==> src/rtl/div_unit.sv <==
// Iterative radix-2 restoring divider producing one quotient bit per clock.
// Signed operands are divided as magnitudes; signs are restored as the result is registered.
module div_unit #(
  parameter int WIDTH = 32
) (
  input  logic               clk,
  input  logic               rst,
  input  logic               signed_div,
  input  logic               start,
  input  logic               annul,
  input  logic [WIDTH-1:0]   opdata1,
  input  logic [WIDTH-1:0]   opdata2,
  output logic [2*WIDTH-1:0] result,
  output logic               ready,
  output logic               stall_req
);

  localparam int CNT_W = $clog2(WIDTH) + 1;
  localparam logic [CNT_W-1:0] LAST_CNT = CNT_W'(WIDTH - 1);

  typedef enum logic [1:0] {IDLE, DIVZERO, ON, END} state_t;

  state_t                state, nextState;
  logic [CNT_W-1:0]      cnt;
  logic [WIDTH-1:0]      divisorMag, quoReg, remReg;
  logic                  negQuo, negRem;
  logic [WIDTH:0]        partial;
  logic signed [WIDTH:0] diff;
  logic                  qBit;
  logic [WIDTH-1:0]      quoNext, remNext;
  logic                  accept, lastStep, zeroDone;

  function automatic logic [WIDTH-1:0] magnitude(input logic [WIDTH-1:0] v, input logic isSigned);
    return (isSigned && v[WIDTH-1]) ? -v : v;
  endfunction

  function automatic logic [WIDTH-1:0] applySign(input logic [WIDTH-1:0] v, input logic neg);
    return neg ? -v : v;
  endfunction

  assign accept    = (state == IDLE) && start && !annul;
  assign lastStep  = (state == ON) && !annul && (cnt == LAST_CNT);
  assign zeroDone  = (state == DIVZERO) && !annul;
  assign stall_req = accept || (state == DIVZERO) || (state == ON);

  // Restoring step: shift next dividend bit into the partial remainder and try the subtract.
  always_comb begin
    partial = {remReg, quoReg[WIDTH-1]};
    diff    = $signed(partial - {1'b0, divisorMag});
    qBit    = ~diff[WIDTH];
    remNext = qBit ? diff[WIDTH-1:0] : partial[WIDTH-1:0];
    quoNext = {quoReg[WIDTH-2:0], qBit};
  end

  always_comb begin
    nextState = state;
    case (state)
      IDLE:    if (start && !annul) nextState = (opdata2 == '0) ? DIVZERO : ON;
      DIVZERO: nextState = annul ? IDLE : END;
      ON: begin
        if (annul)                 nextState = IDLE;
        else if (cnt == LAST_CNT)  nextState = END;
      end
      END:     nextState = IDLE;
      default: nextState = IDLE;
    endcase
  end

  always_ff @(posedge clk or negedge rst) begin
    if (!rst) begin
      state  <= IDLE;
      cnt    <= '0;
      ready  <= 1'b0;
      result <= '0;
    end else begin
      state <= nextState;
      ready <= lastStep || zeroDone;
      if (accept)
        cnt <= '0;
      else if ((state == ON) && !annul)
        cnt <= cnt + CNT_W'(1);
      // Result lands on the edge into END so ready and result appear together.
      if (lastStep)
        result <= {applySign(remNext, negRem), applySign(quoNext, negQuo)};
      else if (zeroDone)
        result <= '0;
    end
  end

  always_ff @(posedge clk) begin
    if (accept) begin
      divisorMag <= magnitude(opdata2, signed_div);
      quoReg     <= magnitude(opdata1, signed_div);
      remReg     <= '0;
      negQuo     <= signed_div && (opdata1[WIDTH-1] ^ opdata2[WIDTH-1]);
      negRem     <= signed_div && opdata1[WIDTH-1];
    end else if (state == ON) begin
      quoReg <= quoNext;
      remReg <= remNext;
    end
  end

endmodule

==> config.mk <==
export PLATFORM = sky130hd
export DESIGN_NAME = div_unit
export DESIGN_NICKNAME = d
export VERILOG_FILES = /design/src/rtl/div_unit.sv
export SDC_FILE = /design/constraint.sdc
export NUM_CORES = 1
export LEC_CHECK = 0
export BUFFER_PORTS_ARGS = -buffer_cell sky130_fd_sc_hd__buf_2
export CAP_MARGIN = 20
export CORE_MARGIN = 5
export CORE_UTILIZATION = 50
export CTS_CLUSTER_DIAMETER = 120
export DETAILED_ROUTE_END_ITERATION = 10
export PLACE_DENSITY_LB_ADDON = 0.2
export SYNTH_ARGS = -nofsm -noshare
export SYNTH_HDL_FRONTEND = slang
export SYNTH_SLANG_ARGS = --single-unit
==> constraint.sdc <==
create_clock -name clk -period 12.6 [get_ports clk]
set_input_delay 3.78 -clock clk [delete_from_list [all_inputs] [get_ports clk]]
set_output_delay 3.78 -clock clk [all_outputs]
set_load 0.05 [all_outputs]
# Word level (Yosys, flattened, before mapping)
# Index checks and enable logic that the tools add are counted.
# op_classes
n_mux,17
n_bitwise,2
reduce_logical,19
addsub,6
n_eq_ne,6
# op_table
cell,n
$mux W32,7
$mux W64,2
$neg A32 Y32,4
$sub A33 B32 Y33,1
$logic_not A32 Y1,1
$mux W6,2
$mux W2,5
$logic_and A1 B1 Y1,9
$pmux W2 S4,1
$add A6 B1 Y6 const B,1
$eq A6 B5 Y1 const B,1
$reduce_bool A2 Y1,3
$eq A2 B2 Y1 const B,2
$logic_or A1 B1 Y1,3
$ne A3 B2 Y1 const B,1
$eq A2 B1 Y1 const B,1
$logic_not A2 Y1,1
$ne A2 B1 Y1 const B,1
$reduce_and A2 Y1,1
$logic_not A1 Y1,1
$not A1 Y1,1
$xor A1 B1 Y1,1
# totals
regBits,171
elab_cells,59
inputBits,69
output_inout_bits,66

# Longest topological paths before layout
# Gate-level depths: netlist (run 1).
# logic_depth
ltp_word,5
depth_mapped,28
mapped_depth_nobuf,23

# Worst setup path after synthesis (run 1)
# Ideal clock, no wire load.
# synth_timing
path_kind,input -> output
start,input annul
end,output stall_req
stages,4
arrival_time_ns,4.750
n_path_buf,0
slack_ns,4.070
required_time_ns,8.820
path_cell_list,inv_1 > nand3_1 > clkinv_1 > or3_1
# synth_between
elab_chain_cells,4
# synth_lines
item,line_no,source
start: declaration,10,"input logic annul,"
$logic_not A1 Y1,41,assign accept = (state == IDLE) && start && !annul;
$logic_and A1 B1 Y1,41,
$logic_or A1 B1 Y1 (2 in series),44,assign stall_req = accept || (state == DIVZERO) || (state == ON);
end: declaration,15,output logic stall_req
# Every way passes these cells.

# Worst setup path after layout (run 1)
# Ends and elaborated chain as after synthesis.

==> results.md, run 1 <==
- CP max stage delay: 300 ps
- Initial antenna violation count: 0
- Critical Path Fanout Max: 4
- CTS tree: built
- Status: completed
- Hold Path Class: reg2reg
- Post_cts resized: 0
- Via count: 9836
- Port-buffer cells: 134
- Setup crit end kind: output port
- Gate count of the mapped netlist: 1315
- Worst-path cell chain: buf_2 > inv_1 > nand3_2 > inv_2 > or3_1 > buf_2
- Max clock buf depth: 2
- Starting density of the core: 0.504
- Hpwl dp: 21.9 mm
- CP startpoint kind: primary input
- Total CTS buffers: 17
- Die Width: 161 µm
- Die area: 25800 µm²
- Largest net degree at the start of global routing: 78
- Gr usage total: 0.228
- Post-Syn Nets: 1426
- Hold Crit Start: result[51]
- Fin nets: 1527
- RSZ-0062 raised after global routing: false
- Min-Delay Path Depth: 2
- R2r setup slk: 6190 ps
- Final min period: 8470 ps
- Worst reg2reg path endpoint: result[62]
- Routability Congestion: 0.944
- Required time of the critical path: 8820 ps
- Max cap viols: 0
- Max-slew violation count: 0
- Ys Warns: 0
- H-Tree Level Count: 4
- Met2 Routed Length: 13.4 mm
- Die Span Y: 161 µm
- Main synth FF type: dfrtp_1
- Io pins: 135
- Core area: 22500 µm²
- Ant. Diodes: 0
- Slew @ Worst Pin: 982 ps
- Share of flip-flops with an asynchronous set or reset: 0.427
- Hold Buf Count CTS: 0
- Grt total ovfl: 0
- Worst path slowest cell: or3_1
- Most common cell on crit path: buf_2
- Power Density: 248 nW/µm²
- Max Freq: 0.118 GHz
- Pleak: 5.49 nW
- Fillers: 2079
- Clock Skew: 12.6 ps
- DR pass1 iterations: 8
- WL met3: 1.46 mm
- Vias in the first global route: 9181
- WHS Endpoint: result[51]
- Met1 wire length: 14.3 mm
- Clk sink count: 171
- Design area: 12800 µm²
- Period utilization: 0.672
- R2r startpoint: quoReg[31]
- Row count: 55
- Syn avg cell area: 8.62 µm²
- Share of cells above drive strength 1: 0.142
- Total Negative Setup Slacks: 0 ps
- Peak supply drop: 0.160 mV
- Worst-path clk slew: 60 ps
- CP arrival: 4690 ps
- Final Setup Violations: 0
- Worst path bufs/invs: 4
- First-pass GRT wire length: 48.0 mm
- Wire length per cell: 17.3 µm
- Hold Vio Cnt, Final: 0
- Relative slew slack: 0.345
- Post-Syn Area: 11300 µm²
- Placed cell area: 12200 µm²
- FF+latch count, synth: 171
- Number of synthesized flops with an enable pin: 66
- # DRC: 0
- Initial DRC count: 821
- Worst-case reg-to-reg path depth: 24
- CP top delay family: buffers and inverters
- Sequential element share of the synthesized area: 0.392
- Post-Route WL: 29.7 mm
- Avg Vias per Cell: 5.74
- WS Path Type: in2out
- Clk Latency, worst-skew pair: 430 ps
- Post CTS Setup Buffer Count: 0
- Layout area overhead: 12.8%
- Synth unique cells: 71
- DRT antenna net count: 0
- Clock root buffer: clkbuf_16
- Top Metal Used: met4
[flip-flops by register name, summed over array words and instances, names as in the netlist]
| name | cells |
|---|---|
| ready | 1 |
| quoReg | 32 |
| state | 2 |
| cnt | 6 |
| divisorMag | 32 |
| result | 64 |
| negRem | 1 |
| negQuo | 1 |
| remReg | 32 |
[power by group]
part | switching, mW | total [mW] | internal, mW
clock | 0.233 | 0.505 | 0.271
combinational | 1.08 | 1.75 | 0.671
sequential | 0.162 | 0.918 | 0.756
[synthesized netlist by cell type, drive strengths merged, types with 21 or more instances]
| cell type | number | area, µm² |
|---|---|---|
| a21oi | 70 | 362 |
| or3 | 23 | 144 |
| xnor2 | 67 | 587 |
| nand2 | 179 | 677 |
| dfrtp | 73 | 1830 |
| mux2i | 30 | 300 |
| inv | 55 | 206 |
| xor2 | 85 | 744 |
| clkbuf | 44 | 165 |
| nor3 | 27 | 135 |
| nor2 | 112 | 420 |
| o31ai | 21 | 158 |
| a211oi | 37 | 283 |
| o21ai | 163 | 816 |
| dfxtp | 32 | 641 |
| edfxtp | 66 | 1980 |
| ha | 41 | 513 |
[stage by stage]
step	power (mW)	hold slack (ps)	setup WS, ps	utilization	instances
global route	3.43	506	4100	0.568	1714
global placement	2.63	456	3400	0.541	1679
floorplan	2.25	479	4070	-	1315
CTS	3.16	480	3360	0.565	1711
finish	3.18	471	4130	0.568	1714
detailed placement	2.65	465	3380	0.541	1679
[layout by cell type, fill, tap and decap left out, types with 5 or more instances in the layout]
cell         n
nor4_1       9
and2_1       7
nand3b_1     5
a21o_1       9
o21ai_1      9
a211oi_1    36
nor2_1     112
edfxtp_1    66
ha_1        40
xnor2_1     67
nor2b_1      6
buf_2      133
or3_1       23
nand2_1    176
dfrtp_1     73
buf_4        8
nand4_1     14
o21bai_1     7
o41ai_1     11
inv_1       53
a31oi_1     11
dfxtp_1     32
and3_1       5
clkbuf_16   18
xor2_1      85
nor3_1      27
mux2i_1     30
o21ai_0    154
o31ai_1     21
nand2b_1    10
a21oi_1     66
nand3_1     13
or4_1       11
[worst reg2reg max path, cell delays in order, from the launching register on]
cell and delay (ps):
edfxtp_1 460, inv_1 90, ha_1 150, inv_1 60
fa_1 460, a211oi_2 330, o211ai_2 170, nand3_2 120
a21oi_1 70, or3_1 430, and2_2 350, inv_2 100
buf_4 430, nor2_1 80, a21oi_1 220, ha_1 280
inv_1 100, or4_1 550, a2111oi_0 420, a31oi_1 210
nor2_1 320, nand4_1 300, o31ai_1 360, xor2_1 170
o21ai_1 70
[per-layer routing]
layer	GRT usage	up-vias
li1	-	4889
met5	0	-
met1	0.332	4635
met2	0.353	276
met3	0.0362	36
met4	0.0622	0
[cell type report]
type	instances	area, µm²	share of cell area
clock buffers	20	468	0.0366
clock inverters	12	85.1	0.00665
inverters	56	210	0.0164
multi-input cells	1026	6430	0.503
flip-flops and latches	171	4450	0.348
well taps	285	357	0.0279
repair buffers	144	793	0.0620
[logic make-up after synthesis]
kind of cell / count (synthesis) / synth area share
AO/OA/AOI/OAI: 362 / 0.194
AND/OR/NAND/NOR: 438 / 0.178
buffers and inverters: 118 / 0.0425
multiplexers: 32 / 0.0285
flip-flops: 171 / 0.392
XOR/XNOR: 152 / 0.117
adder cells (fa/ha/maj): 42 / 0.0470
[how the worst max path moves through the flow]
stage,from,cells past startpoint,to
final,annul,6,stall_req
after global routing,annul,6,stall_req
after CTS,annul,6,stall_req
after detailed placement,annul,6,stall_req
after global placement,annul,6,stall_req
after floorplan,annul,4,stall_req
No activity file was read; power rests on OpenSTA's default activity.
==> run 2, diff against run 1 <==
clock period = 7.75 ns   (was 12.6 ns; I/O delays follow)
==> run 2 against run 1 <==
Design area barely moved. Sequential share of layout area barely moved. Wire length is 3.3% higher. Register-to-register slack lost 4200 ps. Sequential power increased by 63%. Utilization shrank 0.056 points. Count of clock-buffer cells in the layout fell by 3. Via count fell by 0.71%. Setup slack got worse by 2300 ps. Cell count about the same. Critical endpoint unchanged. Largest cell class unchanged.
==> results.md, run 2 (synthesis results as in run 1) <==
- Wire length per cell: 17.9 µm (was 17.3 µm)
- Fin nets: 1526 (was 1527)
- Initial antenna violation count: 0 (unchanged)
- Hold Vio Cnt, Final: 0 (unchanged)
- Worst path slowest cell: buf_4 (was or3_1)
- Met1 wire length: 14.4 mm (was 14.3 mm)
- CP max stage delay: 430 ps (was 300 ps)
- Clock root buffer: clkbuf_16 (unchanged)
- Fillers: 2097 (was 2079)
- Critical Path Fanout Max: 61 (was 4)
- Design area: 12800 µm² (about the same)
- Largest register FFs: 64 (unchanged)
- CTS tree: built (unchanged)
- Largest net degree at the start of global routing: 78 (unchanged)
- Via count: 9766 (was 9836)
- Period utilization: 0.767
- CP startpoint kind: primary input (unchanged)
- Peak supply drop: 0.272 mV (was 0.160 mV)
- Core area: 22500 µm² (unchanged)
- Final min period: 5940 ps
- Setup crit end kind: output port (unchanged)
- Placed cell area: 12200 µm² (about the same)
- R2r setup slk: 1970 ps (was 6190 ps)
- Die Span Y: 161 µm (unchanged)
- Hpwl dp: 23.1 mm (was 21.9 mm)
- Worst path depth: 7 (was 6)
- Die area: 25800 µm² (unchanged)
- Slew @ Worst Pin: 986 ps (was 982 ps)
- Starting density of the core: 0.504 (unchanged)
- Max cap viols: 0 (unchanged)
- CP endpoint: stall_req (unchanged)
- Fin util: 0.568 (about the same)
- CP arrival: 3620 ps (was 4690 ps)
- Top reg by flops: result (unchanged)
- Worst-path clk slew: 70 ps (was 60 ps)
- Relative slew slack: 0.343 (was 0.345)
- Clk Latency, worst-skew pair: 440 ps (was 430 ps)
- R2r startpoint: quoReg[31] (unchanged)
- Worst-path cell chain: buf_2 > inv_1 > nand3_2 > buf_4 > inv_2 > or3_1 > buf_2 (was buf_2 > inv_1 > nand3_2 > inv_2 > or3_1 > buf_2)
- DRT antenna net count: 0 (unchanged)
- Max clock buf depth: 2 (unchanged)
- Top Metal Used: met4 (unchanged)
- Max-slew violation count: 0 (unchanged)
- Max Freq: 0.168 GHz
- Status: completed (unchanged)
- Worst reg2reg path endpoint: result[62] (unchanged)
- Met2 Routed Length: 14.0 mm (was 13.4 mm)
- CP top delay family: buffers and inverters (unchanged)
- Gr usage total: 0.241 (was 0.228)
- DR pass1 iterations: 5 (was 8)
- # DRC: 0 (unchanged)
- Vias in the first global route: 9395 (was 9181)
- Clk sink count: 171 (unchanged)
- Layout area overhead: 12.7% (was 12.8%)
- Post_cts resized: 0 (unchanged)
- Share of cells above drive strength 1: 0.143 (was 0.142)
- Final Setup Violations: 0 (unchanged)
- Post-Route WL: 30.7 mm (was 29.7 mm)
- Most common cell on crit path: buf_2 (unchanged)
- Required time of the critical path: 5430 ps (was 8820 ps)
- Grt total ovfl: 0 (unchanged)
- Pwr Total: 5.27 mW (was 3.18 mW)
- Worst setup path start: annul (unchanged)
- Avg Vias per Cell: 5.70 (was 5.74)
- First-pass GRT wire length: 50.6 mm (was 48.0 mm)
- WL met3: 1.59 mm (was 1.46 mm)
- RSZ-0062 raised after global routing: false (unchanged)
- Most frequent cells in the layout: nand2_1 (176), o21ai_0 (154), buf_2 (133) (unchanged)
- Total CTS buffers: 17 (unchanged)
- Io pins: 135 (unchanged)
- Routability Congestion: 0.957 (was 0.944)
- Clock Skew: 15.9 ps (was 12.6 ps)
- Hold Path Class: reg2reg (unchanged)
- Die Width: 161 µm (unchanged)
- Worst path bufs/invs: 5 (was 4)
- Pleak: 5.49 nW (about the same)
- Commonest non-fill, non-tap cell in the layout: nand2_1 (unchanged)
- Worst-case reg-to-reg path depth: 21 (was 24)
- Row count: 55 (unchanged)
- Total Negative Setup Slacks: 0 ps (unchanged)
- Ant. Diodes: 0 (unchanged)
- WS Path Type: in2out (unchanged)
- Initial DRC count: 801 (was 821)
- Port-buffer cells: 134 (unchanged)
- H-Tree Level Count: 4 (unchanged)
- Hold Buf Count CTS: 0 (unchanged)
- Post CTS Setup Buffer Count: 0 (unchanged)
- Power Density: 412 nW/µm² (was 248 nW/µm²)
-- run 2: cell count changes in the layout (fill, tap and decap cells not counted), sizes merged --
cell,change
bufinv,+1
clkinvlp,-2
buf,-1
inv,+4
clkbuf,-3
-- run 2: worst register-to-register path, delay by kind of cell (launching register included) --
kind                       cells  cell delay [ps]
xor gates and xnor gates       1              170
adders and majority gates      3              910
muxes                          1              330
AOI/OAI and AO/OA              8             1990
buffers and inverters          3              220
DFF                            1              440
and+or+nand+nor                5             1610
-- run 2: how the worst min path moves through the flow --
stage | startpoint | end | slack (ps) | cells past startpoint
2_1_floorplan | remReg[28] | remReg[28] | 480 | 2
3_3_place_gp | result[59] | result[59] | 460 | 2
3_5_place_dp | result[53] | result[53] | 470 | 2
4_1_cts | result[53] | result[53] | 480 | 2
5_1_grt | result[53] | result[53] | 500 | 2
6_report | result[53] | result[53] | 470 | 2
-- run 2: power by group --
group | total, mW | internal (mW) | switching (mW) | leakage (nW)
Clock | 0.861 | 0.457 | 0.405 | 0.291
Combinational | 2.91 | 1.09 | 1.82 | 3.30
Sequential | 1.50 | 1.23 | 0.271 | 1.90
Total | 5.27 | 2.77 | 2.50 | 5.49
-- run 2: layout make-up --
class / count / area [µm²] / share of cell area
clock buffers: 17 / 425 / 0.0333
multi-input cells: 1026 / 6430 / 0.503
repair buffers: 143 / 753 / 0.0589
well taps: 285 / 357 / 0.0279
inverters: 56 / 210 / 0.0164
flip-flops and latches: 171 / 4450 / 0.348
clock inverters: 15 / 155 / 0.0121
-- run 2: per-stage QoR --
| stage | cells | setup slack (ps) | hold slack [ps] |
|---|---|---|---|
| finish | 1713 | 1810 | 474 |
| global route | 1713 | 1320 | 496 |
| CTS | 1712 | 1800 | 482 |
| detailed placement | 1680 | 1810 | 466 |
| global placement | 1680 | 1810 | 458 |
| floorplan | 1315 | 2030 | 479 |
-- run 2: metal layers --
| metal | GRT usage | vias up |
|---|---|---|
| met3 | 0.0300 | 32 |
| met2 | 0.379 | 256 |
| met4 | 0.0708 | 0 |
| met1 | 0.349 | 4595 |
| li1 | - | 4883 |
| met5 | 0 | - |
==> run 3, diff against run 2 <==
ABC_AREA = 1   (was default)
clock period = 5.8 ns   (was 7.75 ns; I/O delays follow)
==> run 3 against run 2 <==
Sequential share of layout area shrank 4.1 points. Hold slack lost 0.55 ps. Flip-flop and latch count unchanged. Largest cell class unchanged. Largest power group unchanged.
==> results.md, run 3 <==
- Status: completed (unchanged)
- Clk sink count: 171 (unchanged)
- Final min period: 4780 ps
- Post-Syn Nets: 2063 (was 1426)
- Share of flip-flops with an asynchronous set or reset: 0.427 (unchanged)
- Hold Buf Count CTS: 0 (unchanged)
- Number of synthesized flops with an enable pin: 66 (unchanged)
- Worst setup path start: quoReg[31] (was annul)
- Top-count cell post-synth: nand2_1 (unchanged)
- CP arrival: 5100 ps (was 3620 ps)
- Relative slew slack: 0.347 (was 0.343)
- Power Density: 500 nW/µm² (was 412 nW/µm²)
- Pleak: 7.64 nW (was 5.49 nW)
- Row count: 58 (was 55)
- Gr usage total: 0.275 (was 0.241)
- Ys Warns: 0 (unchanged)
- Largest area contributor in the netlist: nand2_1 (was edfxtp_1)
- Max Freq: 0.209 GHz
- Synth unique cells: 52 (was 71)
- Hold Vio Cnt, Final: 0 (unchanged)
- CTS tree: built (unchanged)
- Most frequent cells in the layout: nand2_1 (675), inv_1 (273), nor2_1 (183) (was nand2_1 (176), o21ai_0 (154), buf_2 (133))
- Post-Layout Cell Count: 2413 (was 1713)
- Core area: 25300 µm² (was 22500 µm²)
- Commonest non-fill, non-tap cell in the layout: nand2_1 (unchanged)
- Hold slack: 474 ps (about the same)
- Critical Path Fanout Max: 49 (was 61)
- Starting density of the core: 0.510 (was 0.504)
- Post CTS Setup Buffer Count: 0 (unchanged)
- Placed Cells: 2380 (was 1680)
- Syn avg cell area: 6.62 µm² (was 8.62 µm²)
- Max-slew violation count: 0 (unchanged)
- Post_cts resized: 0 (unchanged)
- Routability Congestion: 0.965 (was 0.957)
- Total CTS buffers: 17 (unchanged)
- Ant. Diodes: 0 (unchanged)
- Sequential element share of the synthesized area: 0.344 (was 0.392)
- Hpwl dp: 30.7 mm (was 23.1 mm)
- Final worst slack: 1020 ps (was 1810 ps)
- CP max stage delay: 530 ps (was 430 ps)
- DR pass1 iterations: 6 (was 5)
- Period utilization: 0.824
- Synth area leaders: nand2_1 (20%), edfxtp_1 (15%), dfrtp_1 (14%), inv_1 (7.9%), nor2_1 (5.3%) (was edfxtp_1 (17%), dfrtp_1 (16%), o21ai_0 (6.8%), xor2_1 (6.6%), nand2_1 (5.9%))
- Io pins: 135 (unchanged)
- Peak supply drop: 0.711 mV (was 0.272 mV)
- Pwr Total: 7.24 mW (was 5.27 mW)
- Initial DRC count: 1109 (was 801)
- Clock Skew: 15.9 ps (about the same)
- Via count: 12747 (was 9766)
- Post-Syn Area: 12900 µm² (was 11300 µm²)
- Largest net degree at the start of global routing: 65 (was 78)
- RSZ-0062 raised after global routing: false (unchanged)
- Top reg by flops: result (unchanged)
- CP startpoint kind: flip-flop (was primary input)
- Vias in the first global route: 12159 (was 9395)
- Max clock buf depth: 2 (unchanged)
- Die Span Y: 171 µm (was 161 µm)
- WS Path Type: reg2reg (was in2out)
- Pre-CTS setup slack: 1140 ps (was 1810 ps)
- Clock root buffer: clkbuf_16 (unchanged)
- Wire length per cell: 16.3 µm (was 17.9 µm)
- R2r startpoint: quoReg[31] (unchanged)
- Port-buffer cells: 134 (unchanged)
- Hold Path Class: reg2reg (unchanged)
- Main synth FF type: dfrtp_1 (unchanged)
- Required time of the critical path: 6130 ps (was 5430 ps)
- Fin nets: 2181 (was 1526)
- Most common cell on crit path: nand2_1 (was buf_2)
- Largest register FFs: 64 (unchanged)
- Hold Crit Start: result[58] (was result[53])
- Die Width: 171 µm (was 161 µm)
- Layout area overhead: 11.9% (was 12.7%)
- Gate count of the mapped netlist: 1952 (was 1315)
- Post-synth top cells: nand2_1 (676), inv_1 (273), nor2_1 (184) (was nand2_1 (177), o21ai_0 (154), nor2_1 (112))
- Worst-path clk slew: 70 ps (about the same)
- DRT antenna net count: 0 (unchanged)
- Top-area cell type share of the netlist area: 0.196 (was 0.175)
- FF+latch count, synth: 171 (unchanged)
- H-Tree Level Count: 4 (unchanged)
- Die area: 29200 µm² (was 25800 µm²)
- Total Negative Setup Slacks: 0 ps (unchanged)
- Setup crit end kind: flip-flop (was output port)
- Share of cells above drive strength 1: 0.126 (was 0.143)
- Grt total ovfl: 0 (unchanged)
- Clk Latency, worst-skew pair: 450 ps (was 440 ps)
- # DRC: 0 (unchanged)
- Slew @ Worst Pin: 979 ps (was 986 ps)
- Avg Vias per Cell: 5.28 (was 5.70)
- Final Setup Violations: 0 (unchanged)
- Initial antenna violation count: 1 (was 0)
- Post-Route WL: 39.3 mm (was 30.7 mm)
- Worst path slowest cell: nor4_1 (was buf_4)
- R2r setup slk: 1020 ps (was 1970 ps)
- First-pass GRT wire length: 63.7 mm (was 50.6 mm)
- Max cap viols: 0 (unchanged)
run 3: changes by cell type after synthesis, sizes merged, moves of 12 or more:
| cell | previous run | this run |
|---|---|---|
| a211oi | 37 | 0 |
| clkbuf | 44 | 32 |
| inv | 55 | 282 |
| mux2i | 30 | 0 |
| nand2 | 179 | 721 |
| nand3 | 15 | 98 |
| nor2 | 112 | 197 |
| o21ai | 163 | 128 |
| o22ai | 2 | 26 |
| o31ai | 21 | 6 |
| or3 | 23 | 0 |
| xnor2 | 67 | 23 |
| xor2 | 85 | 49 |
run 3: where the power goes:
part | leakage, nW | switching [mW] | internal (mW)
combinational | 5.46 | 2.87 | 1.25
clock | 0.285 | 0.571 | 0.586
sequential | 1.90 | 0.328 | 1.63
run 3: path summary, 6_finish.rpt:
kind | to | cells past startpoint
setup / recovery | result[30] | 25
hold / removal | result[58] | 2
setup reg to reg | result[30] | 25
hold reg to reg | result[58] | 2
max in group asynchronous | ready | 2
min in group asynchronous | result[60] | 1
run 3: critical path: cells and delay by family, from the launching register on:
kind	cells	cell delay, ps
flops	1	390
fa+ha+maj	3	810
buf+inv	2	130
compound gates	3	460
simple gates	17	2860
run 3: through the flow:
stage / instance area (µm²) / util
3_3_place_gp: 13900 / 0.547
4_1_cts: 14400 / 0.570
5_1_grt: 14500 / 0.571
2_1_floorplan: 12900 / -
3_5_place_dp: 13900 / 0.547
6_report: 14500 / 0.571
run 3: layer usage:
| layer | share of wire | track usage |
|---|---|---|
| met5 | 0.00018 | 0 |
| met4 | 0.025 | 0.0802 |
| met3 | 0.064 | 0.0437 |
| met2 | 0.46 | 0.451 |
| met1 | 0.45 | 0.377 |
run 3: cells by family (layout without fill, tap and decap cells):
logic type | count (synthesis) | after routing | share of synthesized area
AND/OR/NAND/NOR | 1097 | 1097 | 0.362
buffers and inverters | 332 | 463 | 0.102
AO/OA/AOI/OAI | 238 | 238 | 0.102
flip-flops | 171 | 171 | 0.344
XOR/XNOR | 72 | 72 | 0.0488
adder cells (fa/ha/maj) | 42 | 42 | 0.0412
run 3: layout make-up:
class                           instances  area (µm²)
Fill cell                            2535       10900
Multi-Input combinational cell       1449        7170
Inverter                              285        1070
Timing Repair Buffer                  146         783
Clock inverter                         14         146
Tap cell                              330         413
Clock buffer                           18         439
Sequential cell                       171        4450
